==> src/rtl/mem_copy_pkg.sv <==
// Shared widths, FSM state encoding and address helper for the memory copy engine.
package mem_copy_pkg;

    localparam int ADDR_W = 16;
    localparam int DATA_W = 16;
    localparam int CNT_W  = 9;

    typedef enum logic [1:0] {
        IDLE  = 2'd0,
        READ  = 2'd1,
        WRITE = 2'd2,
        DONE  = 2'd3
    } copy_state_t;

    // Base plus word index.
    // The sum is 16 bits wide, so addresses wrap from 0xFFFF back to 0x0000.
    function automatic logic [ADDR_W-1:0] word_addr(input logic [ADDR_W-1:0] base,
                                                    input logic [CNT_W-1:0]  idx);
        return base + ADDR_W'(idx);
    endfunction

endpackage

==> src/rtl/copy_checksum.sv <==
// Running checksum of the words read during a copy.
// Instantiated only when COPY_CHECKSUM_EN is defined.
module copy_checksum
    import mem_copy_pkg::*;
(
    input  logic              clk,
    input  logic              reset,
    input  logic              clear,
    input  logic              add_en,
    input  logic [DATA_W-1:0] add_data,
    output logic [DATA_W-1:0] sum
);

    // Modulo-2^16 accumulation.
    // Restarted by every accepted copy request; holds its value while the engine idles.
    always_ff @(posedge clk) begin
        if (reset) begin
            sum <= '0;
        end else if (clear) begin
            sum <= '0;
        end else if (add_en) begin
            sum <= sum + add_data;
        end
    end

endmodule

==> src/rtl/mem_copy_engine.sv <==
// Word-by-word RAM-to-RAM copy engine: read one word, write it, advance, repeat.
// Optional feature: define COPY_CHECKSUM_EN to add the Checksum output and its accumulator.
module mem_copy_engine
    import mem_copy_pkg::*;
(
    input  logic              clk,
    input  logic              reset,
    input  logic              Start,
    input  logic [ADDR_W-1:0] SrcAddress,
    input  logic [ADDR_W-1:0] DstAddress,
    input  logic [CNT_W-1:0]  WordCount,
    output logic              Busy,
    output logic              Done,
    output logic [ADDR_W-1:0] DataAddress,
    output logic              ReadMem,
    output logic              WriteMem,
    output logic [DATA_W-1:0] DataIn,
    input  logic [DATA_W-1:0] DataOut
`ifdef COPY_CHECKSUM_EN
    ,
    output logic [DATA_W-1:0] Checksum
`endif
);

    copy_state_t       state;
    copy_state_t       next_state;
    logic [ADDR_W-1:0] src_q;
    logic [ADDR_W-1:0] dst_q;
    logic [CNT_W-1:0]  count_q;
    logic [CNT_W-1:0]  idx_q;
    logic [DATA_W-1:0] buffer_q;
    logic              accept_start;
    logic              last_word;

    assign accept_start = (state == IDLE) && Start;
    assign last_word    = ((idx_q + CNT_W'(1)) == count_q);

    // State register.
    always_ff @(posedge clk) begin
        if (reset) begin
            state <= IDLE;
        end else begin
            state <= next_state;
        end
    end

    // Operand latch, word index and data buffer.
    // Operands are captured only on an accepted start, so later input changes are ignored.
    always_ff @(posedge clk) begin
        if (reset) begin
            src_q    <= '0;
            dst_q    <= '0;
            count_q  <= '0;
            idx_q    <= '0;
            buffer_q <= '0;
        end else begin
            case (state)
                IDLE: begin
                    if (Start) begin
                        src_q   <= SrcAddress;
                        dst_q   <= DstAddress;
                        count_q <= WordCount;
                        idx_q   <= '0;
                    end
                end
                READ: begin
                    buffer_q <= DataOut;
                end
                WRITE: begin
                    idx_q <= idx_q + CNT_W'(1);
                end
                default: begin
                end
            endcase
        end
    end

    // Next-state logic and RAM port drive.
    // The port is quiet (zero address and data) outside READ and WRITE.
    always_comb begin
        next_state  = state;
        Busy        = 1'b0;
        Done        = 1'b0;
        ReadMem     = 1'b0;
        WriteMem    = 1'b0;
        DataAddress = '0;
        DataIn      = '0;
        case (state)
            IDLE: begin
                if (Start) begin
                    next_state = (WordCount != '0) ? READ : DONE;
                end
            end
            READ: begin
                Busy        = 1'b1;
                ReadMem     = 1'b1;
                DataAddress = word_addr(src_q, idx_q);
                next_state  = WRITE;
            end
            WRITE: begin
                Busy        = 1'b1;
                WriteMem    = 1'b1;
                DataAddress = word_addr(dst_q, idx_q);
                DataIn      = buffer_q;
                next_state  = last_word ? DONE : READ;
            end
            DONE: begin
                Done       = 1'b1;
                next_state = IDLE;
            end
            default: begin
                next_state = IDLE;
            end
        endcase
    end

`ifdef COPY_CHECKSUM_EN
    copy_checksum u_checksum (
        .clk      (clk),
        .reset    (reset),
        .clear    (accept_start),
        .add_en   (state == READ),
        .add_data (DataOut),
        .sum      (Checksum)
    );
`endif

endmodule

==> config.mk <==
export PLATFORM = sky130hd
export DESIGN_NAME = mem_copy_engine
export DESIGN_NICKNAME = d
export VERILOG_FILES = /design/src/rtl/mem_copy_pkg.sv /design/src/rtl/copy_checksum.sv /design/src/rtl/mem_copy_engine.sv
export SDC_FILE = /design/constraint.sdc
export NUM_CORES = 1
export LEC_CHECK = 0
export CAP_MARGIN = 10
export CORE_MARGIN = 10
export CORE_UTILIZATION = 50
export DETAILED_ROUTE_END_ITERATION = 8
export PLACE_DENSITY = 0.81
export REMOVE_ABC_BUFFERS = 1
export SKIP_CTS_REPAIR_TIMING = 1
export SLEW_MARGIN = 20
export SYNTH_ARGS = -nofsm -noshare
export SYNTH_HDL_FRONTEND = slang
export SYNTH_SLANG_ARGS = --single-unit
export TNS_END_PERCENT = 50
==> constraint.sdc <==
create_clock -name clk -period 7.15 [get_ports clk]
set_input_delay 0.715 -clock clk [delete_from_list [all_inputs] [get_ports clk]]
set_output_delay 0.715 -clock clk [all_outputs]
set_load 0.05 [all_outputs]
# Word-level counts from Yosys, hierarchy flattened
# Index checks and enable logic that the tools add are counted.
# classes
n_addsub,3
eq_ne,5
muxes,12
reduce_logical,6
# op_table
operator,n
adder 16 x 9 -> 16 bit,2
one-hot mux 16 bit (2 select lines),1
one-hot mux 9 bit (2 select lines),1
two-way mux 16 bit,1
"adder 9 x 1 -> 9 bit, second input constant",1
equality test 9 bit,1
two-way mux 9 bit,1
nonzero test 9 bit,1
one-hot mux 2 bit (4 select lines),1
two-way mux 2 bit,3
"equality test 2 bit, second input constant",2
two-way mux 1 bit,4
AND reduction 2 bit,2
"equality test 2 x 1 -> 1 bit, second input constant",1
zero test 2 bit,1
"inequality test 2 bit, second input constant",1
nonzero test 2 bit,1
OR reduction 2 bit,1
# word_totals
ff_bits,68
wordCells,32

# Longest topological paths before layout
# depth
ltp_word,4
depth_mapped,14

# Worst setup path after synthesis
# Ideal clock, no wire load.
# synth_path
kind,register -> output
startpoint,reg state[0]
endpoint,out DataAddress[12]
arrival_time_ns,4.884
path_slack_ns,1.551
path_stages_with_launch,12
path_buffers,3
cell_sequence,dfxtp_1 > inv_1 > ha_1 > buf_4 > buf_2 > buf_2 > mux2_2 > ha_1 > a21o_1 > or3_4 > o211a_4 > o311ai_0
# synth_via
elab_chain_len,2
word_cells_on_any_way,3
cone_classes,eq/ne: 2; mux: 1
# synth_rtl
item,line,rtl
from (decl),mem_copy_engine.sv:25,copy_state_t state;
from (signal assigned),mem_copy_engine.sv:43,state <= next_state;
equality test 2 bit / equality test 2 x 1 -> 1 bit (equally long branches),mem_copy_engine.sv:88,case (state)
one-hot mux 16 bit (2 select lines) (*),mem_copy_engine.sv:88,
to (decl),mem_copy_engine.sv:14,"output logic [ADDR_W-1:0] DataAddress,"
# Mark *: on every way between the ends. The rest lies on a longest branch, timed or not.

# Worst setup path in the final report
# Same ends and word-level chain as after synthesis.

==> flow_results.xml <==
<?xml version="1.0" encoding="UTF-8"?>
<metrics>
  <group name="yosys">
    <metric name="netlist_top_cells_area" unit="">dfxtp_1, nand2_1, a21oi_1</metric>
    <metric name="synth-edff-count" unit="">0</metric>
    <metric name="synth_area_in_compound_gates" unit="%">15.5</metric>
    <metric name="synthesis.instances" unit="">474</metric>
    <metric name="ys_dominant_reg_cell" unit="">dfxtp_1</metric>
    <metric name="multiplexer_share_of_the_synthesized_area" unit="%">10.1</metric>
    <metric name="yosysWarnings" unit="">0</metric>
    <metric name="synthesized_area_fraction_occupied_by_xor_and_xnor_cells" unit="%">4.11</metric>
    <metric name="synth-async-reset-ratio" unit="%">0</metric>
    <metric name="yosysTopAreaCellShare" unit="%">35.5</metric>
    <metric name="synthTopCellsByCount" unit="">nand2_1, dfxtp_1, a21oi_1</metric>
    <metric name="yosys.area_share.simple" unit="%">24.8</metric>
    <metric name="synthAdderAreaFrac" unit="%">5.75</metric>
    <metric name="dominant_combinational_cell_family_by_area_after_synthesis" unit="">simple AND/OR/NAND/NOR gates</metric>
    <metric name="synth_area_per_cell" unit="µm²">8.08</metric>
    <metric name="synthDominantAreaCellType" unit="">dfxtp_1</metric>
    <metric name="synth.cell_area" unit="mm²">0.00383</metric>
    <metric name="yosys.cell_types.count" unit="">52</metric>
    <metric name="synth.yosys.seq_area_share" unit="%">35.5</metric>
    <metric name="synth.most_common_cell" unit="">nand2_1</metric>
    <metric name="number_of_flip_flops_and_latches_in_the_synthesized_netlist" unit="">68</metric>
  </group>
  <group name="pwr">
    <metric name="maximum_resistive_drop_on_vdd" unit="mV">0.158</metric>
    <metric name="power.total" unit="mW">1.52</metric>
    <metric name="leakage" unit="nW">1.99</metric>
    <metric name="pwr_density_cell" unit="mW/mm²">301</metric>
  </group>
  <group name="setup_path">
    <metric name="regToRegStartpoint" unit="">state[0]</metric>
    <metric name="critical_path.reg2reg.endpoint" unit="">state[1]</metric>
    <metric name="crit_path_start_kind" unit="">flip-flop</metric>
    <metric name="critPathKind" unit="">reg -&gt; out</metric>
    <metric name="cells_on_worst_reg2reg_path" unit="">6</metric>
    <metric name="maximum_fanout_along_the_worst_path" unit="">49</metric>
    <metric name="worstSetupEndpointType" unit="">primary output</metric>
    <metric name="ff2ff_setup_slack" unit="ns">4.71</metric>
    <metric name="critPathRequiredTime" unit="ns">6.43</metric>
    <metric name="crit_arrival" unit="ns">4.44</metric>
  </group>
  <group name="hold_path">
    <metric name="min_delay_worst_endpoint" unit="">dst_q[3]</metric>
    <metric name="worst_hold_startpoint" unit="">dst_q[3]</metric>
    <metric name="min-delay-path-class" unit="">reg -&gt; reg</metric>
    <metric name="whs_path_depth" unit="">2</metric>
  </group>
  <group name="place">
    <metric name="placement.io_buffers" unit="">95</metric>
    <metric name="globalplace.congestion" unit="">0.846</metric>
    <metric name="place.detailed.hpwl" unit="µm">7110</metric>
  </group>
  <group name="sta">
    <metric name="drv_slew" unit="">0</metric>
    <metric name="timing.final.setup_violations" unit="">0</metric>
    <metric name="min_period_over_period" unit="%">72.1</metric>
    <metric name="hold_viol_final" unit="">0</metric>
    <metric name="fmax" unit="GHz">0.194</metric>
    <metric name="rsz_0062_raised_after_global_routing" unit="">false</metric>
    <metric name="clock_skew" unit="ns">0.00988</metric>
    <metric name="worst_slew_margin_rel" unit="%">35.9</metric>
    <metric name="timing.final.crit_period" unit="ns">5.15</metric>
    <metric name="tns" unit="ns">0</metric>
    <metric name="worst-slew-pin-transition" unit="ns">0.961</metric>
  </group>
  <group name="clock_tree">
    <metric name="clk_pin_slew" unit="ns">0.08</metric>
    <metric name="clock-root-buffer" unit="">clkbuf_8</metric>
    <metric name="worst_skew_pair.late_latency" unit="ns">0.35</metric>
    <metric name="tritoncts_num_sinks" unit="">68</metric>
    <metric name="clk_path_buf_depth" unit="">2</metric>
    <metric name="number_of_buffers_created_by_cts" unit="">9</metric>
    <metric name="tritoncts_clock_tree" unit="">yes</metric>
    <metric name="cts.htree.levels" unit="">3</metric>
  </group>
  <group name="run">
    <metric name="cap_viol_max_count" unit="">0</metric>
  </group>
  <group name="routing">
    <metric name="totalWireLength" unit="µm">10000</metric>
    <metric name="num_vias" unit="">3501</metric>
    <metric name="postRouteAntennaNets" unit="">0</metric>
    <metric name="drcViolationCount" unit="">0</metric>
    <metric name="viasPerCell" unit="">5.33</metric>
    <metric name="wl_per_cell" unit="µm">15.3</metric>
    <metric name="dr.pass1.iters" unit="">4</metric>
    <metric name="drt-initial-drc-count" unit="">154</metric>
  </group>
  <group name="floorplanning">
    <metric name="floorplan.core_area" unit="mm²">0.00737</metric>
    <metric name="die_width" unit="µm">108</metric>
    <metric name="floorplan.rows" unit="">31</metric>
    <metric name="dieArea" unit="mm²">0.0116</metric>
    <metric name="starting_density_of_the_core" unit="%">52.0</metric>
    <metric name="num_io_pins" unit="">96</metric>
    <metric name="die-height" unit="µm">108</metric>
  </group>
  <group name="layout">
    <metric name="antenna_cells_inserted" unit="">0</metric>
    <metric name="flow.area_growth_from_synthesis" unit="%">32.3</metric>
    <metric name="finish.net_count" unit="">630</metric>
    <metric name="fraction_of_final_layout_cells_sized_beyond_drive_strength_1" unit="%">7.53</metric>
  </group>
  <group name="grt">
    <metric name="grt_antenna_before_repair" unit="">0</metric>
    <metric name="grt_pass1_wl" unit="µm">16500</metric>
    <metric name="grt.overflow.total" unit="">0</metric>
    <metric name="largest_net_degree_at_the_start_of_global_routing" unit="">70</metric>
    <metric name="gr-usage-all-layers" unit="%">17.4</metric>
    <metric name="grt_pass1_vias" unit="">3478</metric>
  </group>
  <group name="run_status">
    <metric name="status" unit="">finished clean</metric>
  </group>
</metrics>
power by group:
group          leakage, nW  switching (mW)  internal [mW]
registers            0.556          0.0456          0.453
clock network        0.134           0.157          0.270
logic                 1.30           0.366          0.232
final cells by class:
cell class	instances	area, µm²
clock buffers	9	124
repair buffers	99	976
inverters	7	26.3
flip-flops and latches	68	1360
clock inverters	7	146
fillers	598	2300
multi-input cells	368	2310
well taps	99	124
flip-flops by register name (all words and copies together) (netlist names):
name	count
idx_q	9
src_q	16
count_q	9
buffer_q	16
state	2
dst_q	16
layer usage:
| metal | global-route usage (%) | routed length (µm) | up-vias |
|---|---|---|---|
| li1 | - | - | 1783 |
| met1 | 18.9 | 4300 | 1637 |
| met2 | 31.0 | 5140 | 68 |
| met3 | 5.63 | 466 | 13 |
| met4 | 5.63 | 125 | 0 |
| met5 | 0 | 0 | - |
cell families (layout without fill, tap and decap cells):
family / count (synthesis) / after routing
AOI/OAI and AO/OA: 96 / 96
adders and majority gates: 17 / 17
buffers and inverters: 38 / 122
muxes: 37 / 37
DFF: 68 / 68
and+or+nand+nor: 200 / 200
xor gates and xnor gates: 18 / 18
critical path, cell delays in order (launching register included):
cell and delay, ns:
dfxtp_1 0.33, inv_1 0.10, ha_2 0.83, mux2_2 0.31, ha_1 0.16, inv_1 0.06
fa_1 0.41, nand3b_1 0.20, a21oi_1 0.30, o211a_4 0.25, nand4_1 0.09, o311ai_0 0.16
clkdlybuf4s50_1 0.89
worst max path at each step:
stage	startpoint	to	slack [ns]	cells after the start
finish	state[0]	DataAddress[12]	2.00	12
CTS	state[0]	DataAddress[12]	1.97	12
global placement	state[0]	DataAddress[14]	2.47	10
detailed placement	state[0]	DataAddress[12]	2.37	12
floorplan	state[0]	DataAddress[12]	1.39	8
global route	state[0]	DataAddress[12]	1.79	12
per-stage QoR:
step                std cells  util, %  worst slack, ns  hold WS (ns)  instance area [µm²]
finish                    657     68.8             2.00         0.456                 5070
global route              657     68.8             1.79         0.471                 5070
CTS                       657     68.8             1.97         0.457                 5070
detailed placement        641     65.1             2.37         0.444                 4800
global placement          641     65.1             2.47         0.440                 4800
floorplan                 443        -             1.39         0.427                 3700
layout by cell type (no fill, tap or decap), types with 5 or more instances in the layout:
master           Yosys  layout
and3_1               5       5
ha_1                16      15
inv_1                7       7
clkdlybuf4s50_1      0      94
mux2i_1             23      23
mux2_2              14      14
nand2b_1             6       6
nand2_1             95      95
dfxtp_1             68      68
clkbuf_8             0       9
and2_1              26      26
nand4_1              7       7
a22oi_1              6       6
xor2_1               5       5
nor2_1              32      32
a21oi_1             54      54
a21o_1               6       6
nand3_1              7       7
o21ai_0             11      11
xnor2_1             13      13
No activity file was read; power rests on OpenSTA's default activity.
